==> src/rtl/i2s_timing_ctrl_pkg.sv <==
// Shared types and constants for the I2S master timing sequencer.
package i2s_timing_ctrl_pkg;

  localparam int CNT_W  = 6;
  localparam int IDX_W  = 5;
  localparam int WORD16 = 16;
  localparam int WORD32 = 32;

  typedef enum logic {
    f16bits,
    f32bits
  } frame_size_t;

  typedef enum logic [1:0] {
    IDLE,
    RUN,
    DRAIN
  } ctrl_state_t;

  function automatic int word_len(frame_size_t f);
    return (f == f32bits) ? WORD32 : WORD16;
  endfunction

endpackage

==> src/rtl/i2s_timing_ctrl_if.sv <==
// Configuration handshake between the control-register block and the sequencer.
interface i2s_timing_ctrl_if
  import i2s_timing_ctrl_pkg::*;
#(
  parameter int CNT_W = 6
) ();

  logic             cfg_valid;
  logic             cfg_ready;
  logic [CNT_W-1:0] cfg_half;
  frame_size_t      cfg_frame;

  modport master (output cfg_valid, cfg_half, cfg_frame, input cfg_ready);
  modport slave  (input cfg_valid, cfg_half, cfg_frame, output cfg_ready);

endinterface

==> src/rtl/i2s_timing_ctrl_sclk_tick.sv <==
// Half-period counter producing a registered sclk level plus rise/fall strobes.
module i2s_timing_ctrl_sclk_tick #(
  parameter int CNT_W = 6
) (
  input  logic             pclk,
  input  logic             rst_,
  input  logic             i_run,
  input  logic [CNT_W-1:0] i_half,
  output logic             o_sclk,
  output logic             o_sclk_rise,
  output logic             o_sclk_fall,
  output logic             o_fall_next
);

  logic [CNT_W-1:0] r_cnt;
  logic             r_sclk;
  logic             r_rise;
  logic             r_fall;
  logic             w_wrap;

  assign w_wrap      = i_run && (r_cnt == (i_half - CNT_W'(1)));
  // Lets the parent update word state on the same edge that sclk falls.
  assign o_fall_next = w_wrap && r_sclk;

  always_ff @(posedge pclk or negedge rst_) begin
    if (!rst_) begin
      r_cnt  <= '0;
      r_sclk <= 1'b0;
      r_rise <= 1'b0;
      r_fall <= 1'b0;
    end else if (!i_run) begin
      r_cnt  <= '0;
      r_sclk <= 1'b0;
      r_rise <= 1'b0;
      r_fall <= 1'b0;
    end else if (w_wrap) begin
      r_cnt  <= '0;
      r_sclk <= ~r_sclk;
      r_rise <= ~r_sclk;
      r_fall <= r_sclk;
    end else begin
      r_cnt  <= r_cnt + CNT_W'(1);
      r_rise <= 1'b0;
      r_fall <= 1'b0;
    end
  end

  assign o_sclk      = r_sclk;
  assign o_sclk_rise = r_rise;
  assign o_sclk_fall = r_fall;

endmodule

==> src/rtl/i2s_timing_ctrl.sv <==
// I2S master timing sequencer: config shadow, run/drain FSM, word select and bit index.
module i2s_timing_ctrl
  import i2s_timing_ctrl_pkg::*;
#(
  parameter int CNT_W = 6,
  parameter int IDX_W = 5
) (
  input  logic             pclk,
  input  logic             rst_,
  i2s_timing_ctrl_if.slave cfg,
  input  logic             i_start,
  input  logic             i_stop,
  output logic             o_busy,
  output logic             o_sclk,
  output logic             o_sclk_rise,
  output logic             o_sclk_fall,
  output logic             o_ws,
  output logic             o_ws_change,
  output logic             o_frame_start,
  output logic [IDX_W-1:0] o_bit_idx,
  output logic             o_cfg_err
);

  ctrl_state_t      r_state;
  logic [CNT_W-1:0] r_half;
  frame_size_t      r_frame;
  logic             r_loaded;
  logic             r_cfg_ready;
  logic             r_busy;
  logic             r_ws;
  logic             r_ws_change;
  logic             r_frame_start;
  logic [IDX_W-1:0] r_bit_idx;
  logic             r_cfg_err;

  logic             w_hs;
  logic             w_cfg_ok;
  logic             w_last;
  logic             w_fall_next;
  logic             w_run;

  assign w_hs     = cfg.cfg_valid && (r_state == IDLE);
  assign w_cfg_ok = w_hs && (cfg.cfg_half != '0);
  assign w_last   = (r_bit_idx == IDX_W'(word_len(r_frame) - 1));
  assign w_run    = (r_state != IDLE);

  i2s_timing_ctrl_sclk_tick #(.CNT_W(CNT_W)) u_tick (
    .pclk        (pclk),
    .rst_        (rst_),
    .i_run       (w_run),
    .i_half      (r_half),
    .o_sclk      (o_sclk),
    .o_sclk_rise (o_sclk_rise),
    .o_sclk_fall (o_sclk_fall),
    .o_fall_next (w_fall_next)
  );

  always_ff @(posedge pclk or negedge rst_) begin
    if (!rst_) begin
      r_state       <= IDLE;
      r_half        <= '0;
      r_frame       <= f16bits;
      r_loaded      <= 1'b0;
      r_cfg_ready   <= 1'b1;
      r_busy        <= 1'b0;
      r_ws          <= 1'b1;
      r_ws_change   <= 1'b0;
      r_frame_start <= 1'b0;
      r_bit_idx     <= '0;
      r_cfg_err     <= 1'b0;
    end else begin
      r_ws_change   <= 1'b0;
      r_frame_start <= 1'b0;
      r_cfg_err     <= 1'b0;
      case (r_state)
        IDLE: begin
          if (w_cfg_ok) begin
            r_half   <= cfg.cfg_half;
            r_frame  <= cfg.cfg_frame;
            r_loaded <= 1'b1;
          end
          if (w_hs && !w_cfg_ok) r_cfg_err <= 1'b1;
          if (i_start && !i_stop) begin
            if (r_loaded || w_cfg_ok) begin
              r_state       <= RUN;
              r_busy        <= 1'b1;
              r_cfg_ready   <= 1'b0;
              r_ws          <= 1'b0;
              r_bit_idx     <= '0;
              r_ws_change   <= 1'b1;
              r_frame_start <= 1'b1;
            end else begin
              r_cfg_err <= 1'b1;
            end
          end
        end
        default: begin
          if (r_state == RUN && i_stop) r_state <= DRAIN;
          if (w_fall_next) begin
            if (!w_last) begin
              r_bit_idx <= r_bit_idx + IDX_W'(1);
            end else if (r_ws && r_state == DRAIN) begin
              // Right word done while draining: park silently instead of opening a new frame.
              r_state     <= IDLE;
              r_busy      <= 1'b0;
              r_cfg_ready <= 1'b1;
              r_bit_idx   <= '0;
            end else begin
              r_bit_idx     <= '0;
              r_ws          <= ~r_ws;
              r_ws_change   <= 1'b1;
              r_frame_start <= r_ws;
            end
          end
        end
      endcase
    end
  end

  assign cfg.cfg_ready  = r_cfg_ready;
  assign o_busy         = r_busy;
  assign o_ws           = r_ws;
  assign o_ws_change    = r_ws_change;
  assign o_frame_start  = r_frame_start;
  assign o_bit_idx      = r_bit_idx;
  assign o_cfg_err      = r_cfg_err;

endmodule

==> src/flat_wrapper.sv <==
// flat-port wrapper written by rule: the top's interface ports become plain ports
module i2s_timing_ctrl_flat import i2s_timing_ctrl_pkg::*;
#(
  parameter int CNT_W = 6,
  parameter int IDX_W = 5
)
  (pclk, rst_, i_start, i_stop, o_busy, o_sclk, o_sclk_rise, o_sclk_fall, o_ws, o_ws_change, o_frame_start, o_bit_idx, o_cfg_err, cfg_cfg_valid, cfg_cfg_half, cfg_cfg_frame, cfg_cfg_ready);
  i2s_timing_ctrl_if #(.CNT_W(CNT_W)) cfg_i ();
  input  logic pclk;
  input  logic rst_;
  input  logic i_start;
  input  logic i_stop;
  output logic o_busy;
  output logic o_sclk;
  output logic o_sclk_rise;
  output logic o_sclk_fall;
  output logic o_ws;
  output logic o_ws_change;
  output logic o_frame_start;
  output logic [IDX_W-1:0] o_bit_idx;
  output logic o_cfg_err;
  input wire logic [$bits(cfg_i.cfg_valid)-1:0] cfg_cfg_valid;
  input wire logic [$bits(cfg_i.cfg_half)-1:0] cfg_cfg_half;
  input wire logic [$bits(cfg_i.cfg_frame)-1:0] cfg_cfg_frame;
  output wire logic [$bits(cfg_i.cfg_ready)-1:0] cfg_cfg_ready;
  assign cfg_i.cfg_valid = cfg_cfg_valid;
  assign cfg_i.cfg_half = cfg_cfg_half;
  assign cfg_i.cfg_frame = cfg_cfg_frame;
  assign cfg_cfg_ready = cfg_i.cfg_ready;
  i2s_timing_ctrl #(.CNT_W(CNT_W), .IDX_W(IDX_W)) u_core (.pclk(pclk), .rst_(rst_), .cfg(cfg_i), .i_start(i_start), .i_stop(i_stop), .o_busy(o_busy), .o_sclk(o_sclk), .o_sclk_rise(o_sclk_rise), .o_sclk_fall(o_sclk_fall), .o_ws(o_ws), .o_ws_change(o_ws_change), .o_frame_start(o_frame_start), .o_bit_idx(o_bit_idx), .o_cfg_err(o_cfg_err));
endmodule
==> config.mk <==
export PLATFORM = sky130hd
export DESIGN_NAME = i2s_timing_ctrl_flat
export DESIGN_NICKNAME = d
export VERILOG_FILES = /design/src/rtl/i2s_timing_ctrl_pkg.sv /design/src/rtl/i2s_timing_ctrl_if.sv /design/src/rtl/i2s_timing_ctrl_sclk_tick.sv /design/src/rtl/i2s_timing_ctrl.sv /design/src/flat_wrapper.sv
export SDC_FILE = /design/constraint.sdc
export NUM_CORES = 1
export LEC_CHECK = 0
export CORE_ASPECT_RATIO = 0.9
export CORE_MARGIN = 1
export CORE_UTILIZATION = 46
export DETAILED_ROUTE_END_ITERATION = 8
export PLACE_DENSITY = 0.8
export SLEW_MARGIN = 5
export SYNTH_ARGS = -nofsm -noshare
export SYNTH_HDL_FRONTEND = slang
export SYNTH_SLANG_ARGS = --single-unit
==> constraint.sdc <==
create_clock -name pclk -period 2.3 [get_ports pclk]
set_input_delay 0.46 -clock pclk [delete_from_list [all_inputs] [get_ports pclk]]
set_output_delay 0.46 -clock pclk [all_outputs]
set_load 0.02 [all_outputs]
======== Word-level counts from Yosys, hierarchy flattened ========
Cells that the tools add are included.
word-level totals
  register bits after elaboration ......... 30
  input port bits ......................... 12
  output and inout port bits .............. 14
  logic and storage cells ................. 102
operators by class
  $add $sub $neg .......................... 4
  eq/ne operators ......................... 8
  muxes and demuxes ....................... 51
  bitwise gates (word level) .............. 2
  reduce and logical (&&, ||, !) cells .... 22
operator list
  operator                                                             count
  1-bit 2-to-1 mux                                                     36
  5-bit 2-to-1 mux                                                     6
  2-bit 2-to-1 mux                                                     7
  6-bit 2-to-1 mux                                                     2
  5-bit AND reduction                                                  2
  1-bit logical AND                                                    8
  2-bit nonzero test                                                   4
  6-bit by 1-bit adder with 6-bit output (second input constant)       1
  6-bit == test                                                        1
  6-bit nonzero test                                                   1
  6-bit by 1-bit subtractor with 6-bit output (second input constant)  1
  5-bit by 1-bit adder with 5-bit output (second input constant)       1
  5-bit == test                                                        1
  5-bit by 2-bit subtractor with 5-bit output (second input constant)  1
  2-bit by 1-bit != test with 1-bit output (second input constant)     2
  2-bit != test (second input constant)                                2
  2-bit AND reduction                                                  2
  3-bit AND reduction                                                  1
  2-bit by 1-bit == test with 1-bit output (second input constant)     1
  2-bit == test (second input constant)                                1
  1-bit logical NOT                                                    2
  2-bit logical NOT                                                    1
  1-bit NOT                                                            2
  1-bit logical OR                                                     1

======== Logic depth before layout (Yosys ltp) ========
  word-level depth ........................ 9
  gate-level depth with buffers ........... 9
  gate-level depth less buffers ........... 8

======== Hierarchy ========
Synthesis repeated with hierarchy kept, for this count alone.
second synthesis, totals
  cells, all modules ...................... 137
  area total of the unflattened synthesis .. 1526.5 µm²
modules (own cells, without submodules)
  module                     times used  cells each  area an instance (µm²)  sequential area each (µm²)
  i2s_timing_ctrl            1           80          944.7                   528.0
  i2s_timing_ctrl_sclk_tick  1           57          581.8                   225.2

======== Worst setup path before layout ========
OpenSTA, ideal clock, no wires.
  path kind ............................... register to register
  from .................................... register u_core.r_half[0]
  to ...................................... register u_core.r_bit_idx[0] (netlist: u_core.o_bit_idx[0])
  setup time .............................. 0.125 ns
  arrival ................................. 2.069 ns
  data required time ...................... 2.175 ns
  slack ................................... 0.106 ns
  stages on the path, launching flop included .. 8
  buffers on the path ..................... 0
  clock period less this slack ............ 2.194 ns
  cell sequence ........................... dfrtp_1 -> inv_1 -> ha_1 -> or3_1 -> a31o_2 -> nor4_4 -> or2_4 -> mux2_4
between the ends
  cells in the longest elaborated chain, start to end .. 6
RTL lines
  what                                         RTL line                         text
  from (decl)                                  i2s_timing_ctrl.sv:25            logic [CNT_W-1:0] r_half;
  from (signal assigned)                       i2s_timing_ctrl.sv:78            r_half <= cfg.cfg_half;
  6-bit by 1-bit subtractor with 6-bit output  i2s_timing_ctrl_sclk_tick.sv:21  assign w_wrap = i_run && (r_cnt == (i_half - CNT_W'(1)));
  6-bit == test                                i2s_timing_ctrl_sclk_tick.sv:21
  1-bit logical AND                            i2s_timing_ctrl_sclk_tick.sv:21
  1-bit logical AND                            i2s_timing_ctrl_sclk_tick.sv:23  assign o_fall_next = w_wrap && r_sclk;
  2-bit nonzero test (no source line)          -
  3-bit AND reduction (no source line)         -
  to (signal assigned)                         i2s_timing_ctrl.sv:101           r_bit_idx <= r_bit_idx + IDX_W'(1);
  to (decl)                                    i2s_timing_ctrl.sv:33            logic [IDX_W-1:0] r_bit_idx;
No other way between the ends.
A chain may end at the register's enable or synchronous reset.

======== Final worst setup path ========
  from .................................... register u_core.r_half[1]
  to ...................................... register u_core.r_ws (netlist: u_core.o_ws)
between the ends
  cells in the longest elaborated chain, start to end .. 6
RTL lines
  what                                         RTL line                         text
  6-bit by 1-bit subtractor with 6-bit output  i2s_timing_ctrl_sclk_tick.sv:21
  6-bit == test                                i2s_timing_ctrl_sclk_tick.sv:21
  1-bit logical AND                            i2s_timing_ctrl_sclk_tick.sv:21
  1-bit logical AND                            i2s_timing_ctrl_sclk_tick.sv:23
  2-bit nonzero test (no source line)          -
  5-bit AND reduction (no source line)         -
  to (signal assigned)                         i2s_timing_ctrl.sv:110           r_ws <= ~r_ws;
  to (decl)                                    i2s_timing_ctrl.sv:30            logic r_ws;
No other way between the ends.

==> impl_metrics.tcl <==
set metrics [dict create \
    hpwlAfterDp_mm 2.345 \
    layout_setup_ws_ps 166.0 \
    cts_root_buf "clkbuf_4" \
    gp_congestion 0.8242 \
    grt_setup_unrepaired "no" \
    crit_arrival_ps 2390 \
    power.total_mw 2.294 \
    cts_buffers 5 \
    ys_warn_count 0 \
    grt_first_pass_wirelength_mm 5.664 \
    ioPinCount 26 \
    hold_class "input pin to async pin" \
    syn_area_per_cell_um2 10.07 \
    pre_cts_slack_ps -95.61 \
    drt_iter0_markers 43 \
    antenna_cells 0 \
    slew_violations 0 \
    reg2reg_depth 8 \
    worstMarginPinSlew_ps 434.8 \
    cts-resized-gates 0 \
    rows 19 \
    synthAdderAreaFrac_pct 2.536 \
    synth_cell_types 37 \
    synth_simple_gate_area_share_pct 23.42 \
    rr_endpoint "u_core.o_ws" \
    antenna_found_initial 0 \
    period_share_pct 92.78 \
    p_per_area_nw_per_um2 1221 \
    fp.coreArea_um2 3067 \
    grt_max_degree 31 \
    grt_usage_pct 22.76 \
    synth_area_um2 1480 \
    layout-drive-gt1-share_pct 14.67 \
    muxShareOfSynthArea_pct 4.057 \
    drtPass1Iterations 4 \
    startpoint_type "flip-flop" \
    ir_drop_v 0.0004491 \
    synthXorXnorAreaFrac_pct 7.101 \
    cp_slowest_stage_delay_ps 410 \
    vias_per_cell 5.243 \
    die-area_um2 3449 \
    r2r_start "u_core.r_half[1]" \
    hold_violations 0 \
    cp.required_ps 2560 \
    cp_max_fo 8 \
    yosysSeqAreaShare_pct 50.89 \
    rrSetupSlack_ps 170 \
    clock_latency_ps 340 \
    vias 1185 \
    drc 0 \
    status "finished, final reports clean" \
    fin_tns_setup_ps 0 \
    htree_num_levels 2 \
    leakagePower_nw 0.8101 \
    fin_nets 198 \
    skew_ps 16.05 \
    synth_compound_area_share_pct 9.383 \
    cp.depth 8 \
    end_kind "flip-flop" \
    drt_wl_total_mm 3.207 \
    critPathSlowestCell "dfrtp_1" \
    ys_ff_latch 30 \
    cts_buffer_depth 2 \
    syn2layout_area_growth_pct 26.97 \
    worst-path-buf-inv 2 \
    final_cell_mix "dfrtp_1, clkdlybuf4s50_1, nor2_1" \
    grt_pass1_vias 1215 \
    path_cells "inv_1 > ha_1 > or3_1 > a31o_2 > nor4_4 > buf_4 > a21oi_1 > a211oi_1" \
    clkSinkCount 30 \
    final_common_cell "dfrtp_1" \
    portBuffers 25 \
    cts_tree "done" \
    critPathTopFamily "simple AND/OR/NAND/NOR gates" \
    maxCapViolations 0 \
    wl_per_cell_um 14.19 \
    max_freq_ghz 0.4686 \
    final.min_clock_period_ps 2134 \
    overflow 0 \
    clkTransAtPathRegs_ps 100 \
    synth_top_family_by_area "simple AND/OR/NAND/NOR gates" \
    antenna_left 0 \
    synth_cells 147 \
    dieHeight_um 55.82 \
    critPathCapture "u_core.o_ws" \
    critPathKind "flip-flop to flip-flop" \
    finalSetupViolCount 0 \
    hold_buffers 0 \
    slew_headroom_pct 70.75 \
    initial_core_util_pct 48.27 \
    fillers 244 \
    die_w_um 61.80 \
    syn_nets 162 \
    startpoint "u_core.r_half[1]" \
]
## worst min path at each step
stage	startpoint	end	slack [ps]	cells after the start
3_3_place_gp	u_core.u_tick.o_sclk	u_core.u_tick.o_sclk_rise	470	1
6_report	rst_	u_core.o_bit_idx[1]	490	2
4_1_cts	u_core.u_tick.o_sclk	u_core.u_tick.o_sclk_rise	500	1
2_1_floorplan	rst_	u_core.o_bit_idx[0]	160	0
3_5_place_dp	u_core.u_tick.o_sclk	u_core.u_tick.o_sclk_rise	470	1
5_1_grt	rst_	u_core.o_bit_idx[2]	520	2
## cell families after synthesis
group / count (synthesis)
and+or+nand+nor: 63
adders and majority gates: 3
DFF: 30
muxes: 5
AOI/OAI and AO/OA: 24
buffers and inverters: 10
xor gates and xnor gates: 12
## worst register-to-register path, delay by kind of cell (launching register included)
family	cells	cell delay, ps
AND/OR/NAND/NOR	2	610
AO/OA/AOI/OAI	3	560
flip-flops	1	410
buffers and inverters	2	280
adder cells (fa/ha/maj)	1	210
## metal layers
metal  global-route usage [%]  up-vias  routed length [µm]
li1                         -      578                   -
met1                    30.17      570                1423
met2                    34.72       31                1629
met3                    4.884        6                 110
met4                    11.11        0                  44
met5                        0        -                   0
## what timing repair did
action,CTS,global route
endpoints found under the setup margin,0,5
endpoints found under the hold margin,0,0
buffers inserted,0,1
## cells in the mapped netlist, drive strengths merged
master / number / share of area (%)
a211oi: 1 / 0.51
a21o: 1 / 0.51
a21oi: 6 / 2.0
a22o: 1 / 0.59
a31o: 1 / 0.59
a31oi: 2 / 0.85
and2: 1 / 0.42
and3: 2 / 0.85
and3b: 1 / 0.68
buf: 1 / 0.34
clkbuf: 1 / 0.25
dfrtp: 28 / 47
dfstp: 2 / 3.6
ha: 3 / 2.5
inv: 8 / 2.0
mux2: 5 / 4.1
nand2: 11 / 2.8
nand2b: 2 / 0.85
nand3: 9 / 3.0
nand4b: 1 / 0.59
nor2: 16 / 4.2
nor2b: 5 / 2.1
nor3: 6 / 2.8
nor3b: 1 / 0.51
nor4: 3 / 2.3
o21ai: 11 / 3.7
o221ai: 1 / 0.59
or2: 3 / 1.4
or3: 2 / 0.85
xnor2: 8 / 4.7
xor2: 4 / 2.4
## final cells by class
type                            count  area (µm²)  area share (%)
Sequential cell                    30       753.2           40.08
Multi-Input combinational cell    107       688.2           36.62
Timing Repair Buffer               31       295.3           15.71
Clock buffer                        7       55.05           2.929
Tap cell                           42       52.55           2.796
Inverter                            8       30.03           1.598
Clock inverter                      1       5.005          0.2663
## power breakdown
| group | switching, mW | internal [mW] |
|---|---|---|
| clock | 0.184 | 0.148 |
| combinational | 0.504 | 0.500 |
| sequential | 0.227 | 0.731 |
| total | 0.915 | 1.38 |
## metrics by stage
stage	util, %	hold WS (ps)	instances	cell area [µm²]
4_1_cts	61.04	500.7	225	1872
5_1_grt	61.28	521.7	226	1879
3_3_place_gp	59.08	471.0	217	1812
3_5_place_dp	59.08	469.3	217	1812
2_1_floorplan	-	164.4	147	1480
6_report	61.28	489.4	226	1879
## sequential cells by signal, summed over array words and instances, names as in the netlist
register and flops:
u_core.r_half 6, u_core.u_tick.r_cnt 6, u_core.o_bit_idx 5, u_core.r_state 2, u_core.cfg.cfg_ready 1, u_core.o_busy 1
u_core.o_cfg_err 1, u_core.o_frame_start 1, u_core.o_ws 1, u_core.o_ws_change 1, u_core.r_frame 1, u_core.r_loaded 1
u_core.u_tick.o_sclk 1, u_core.u_tick.o_sclk_fall 1, u_core.u_tick.o_sclk_rise 1
Power figures use the tool's default switching activity.
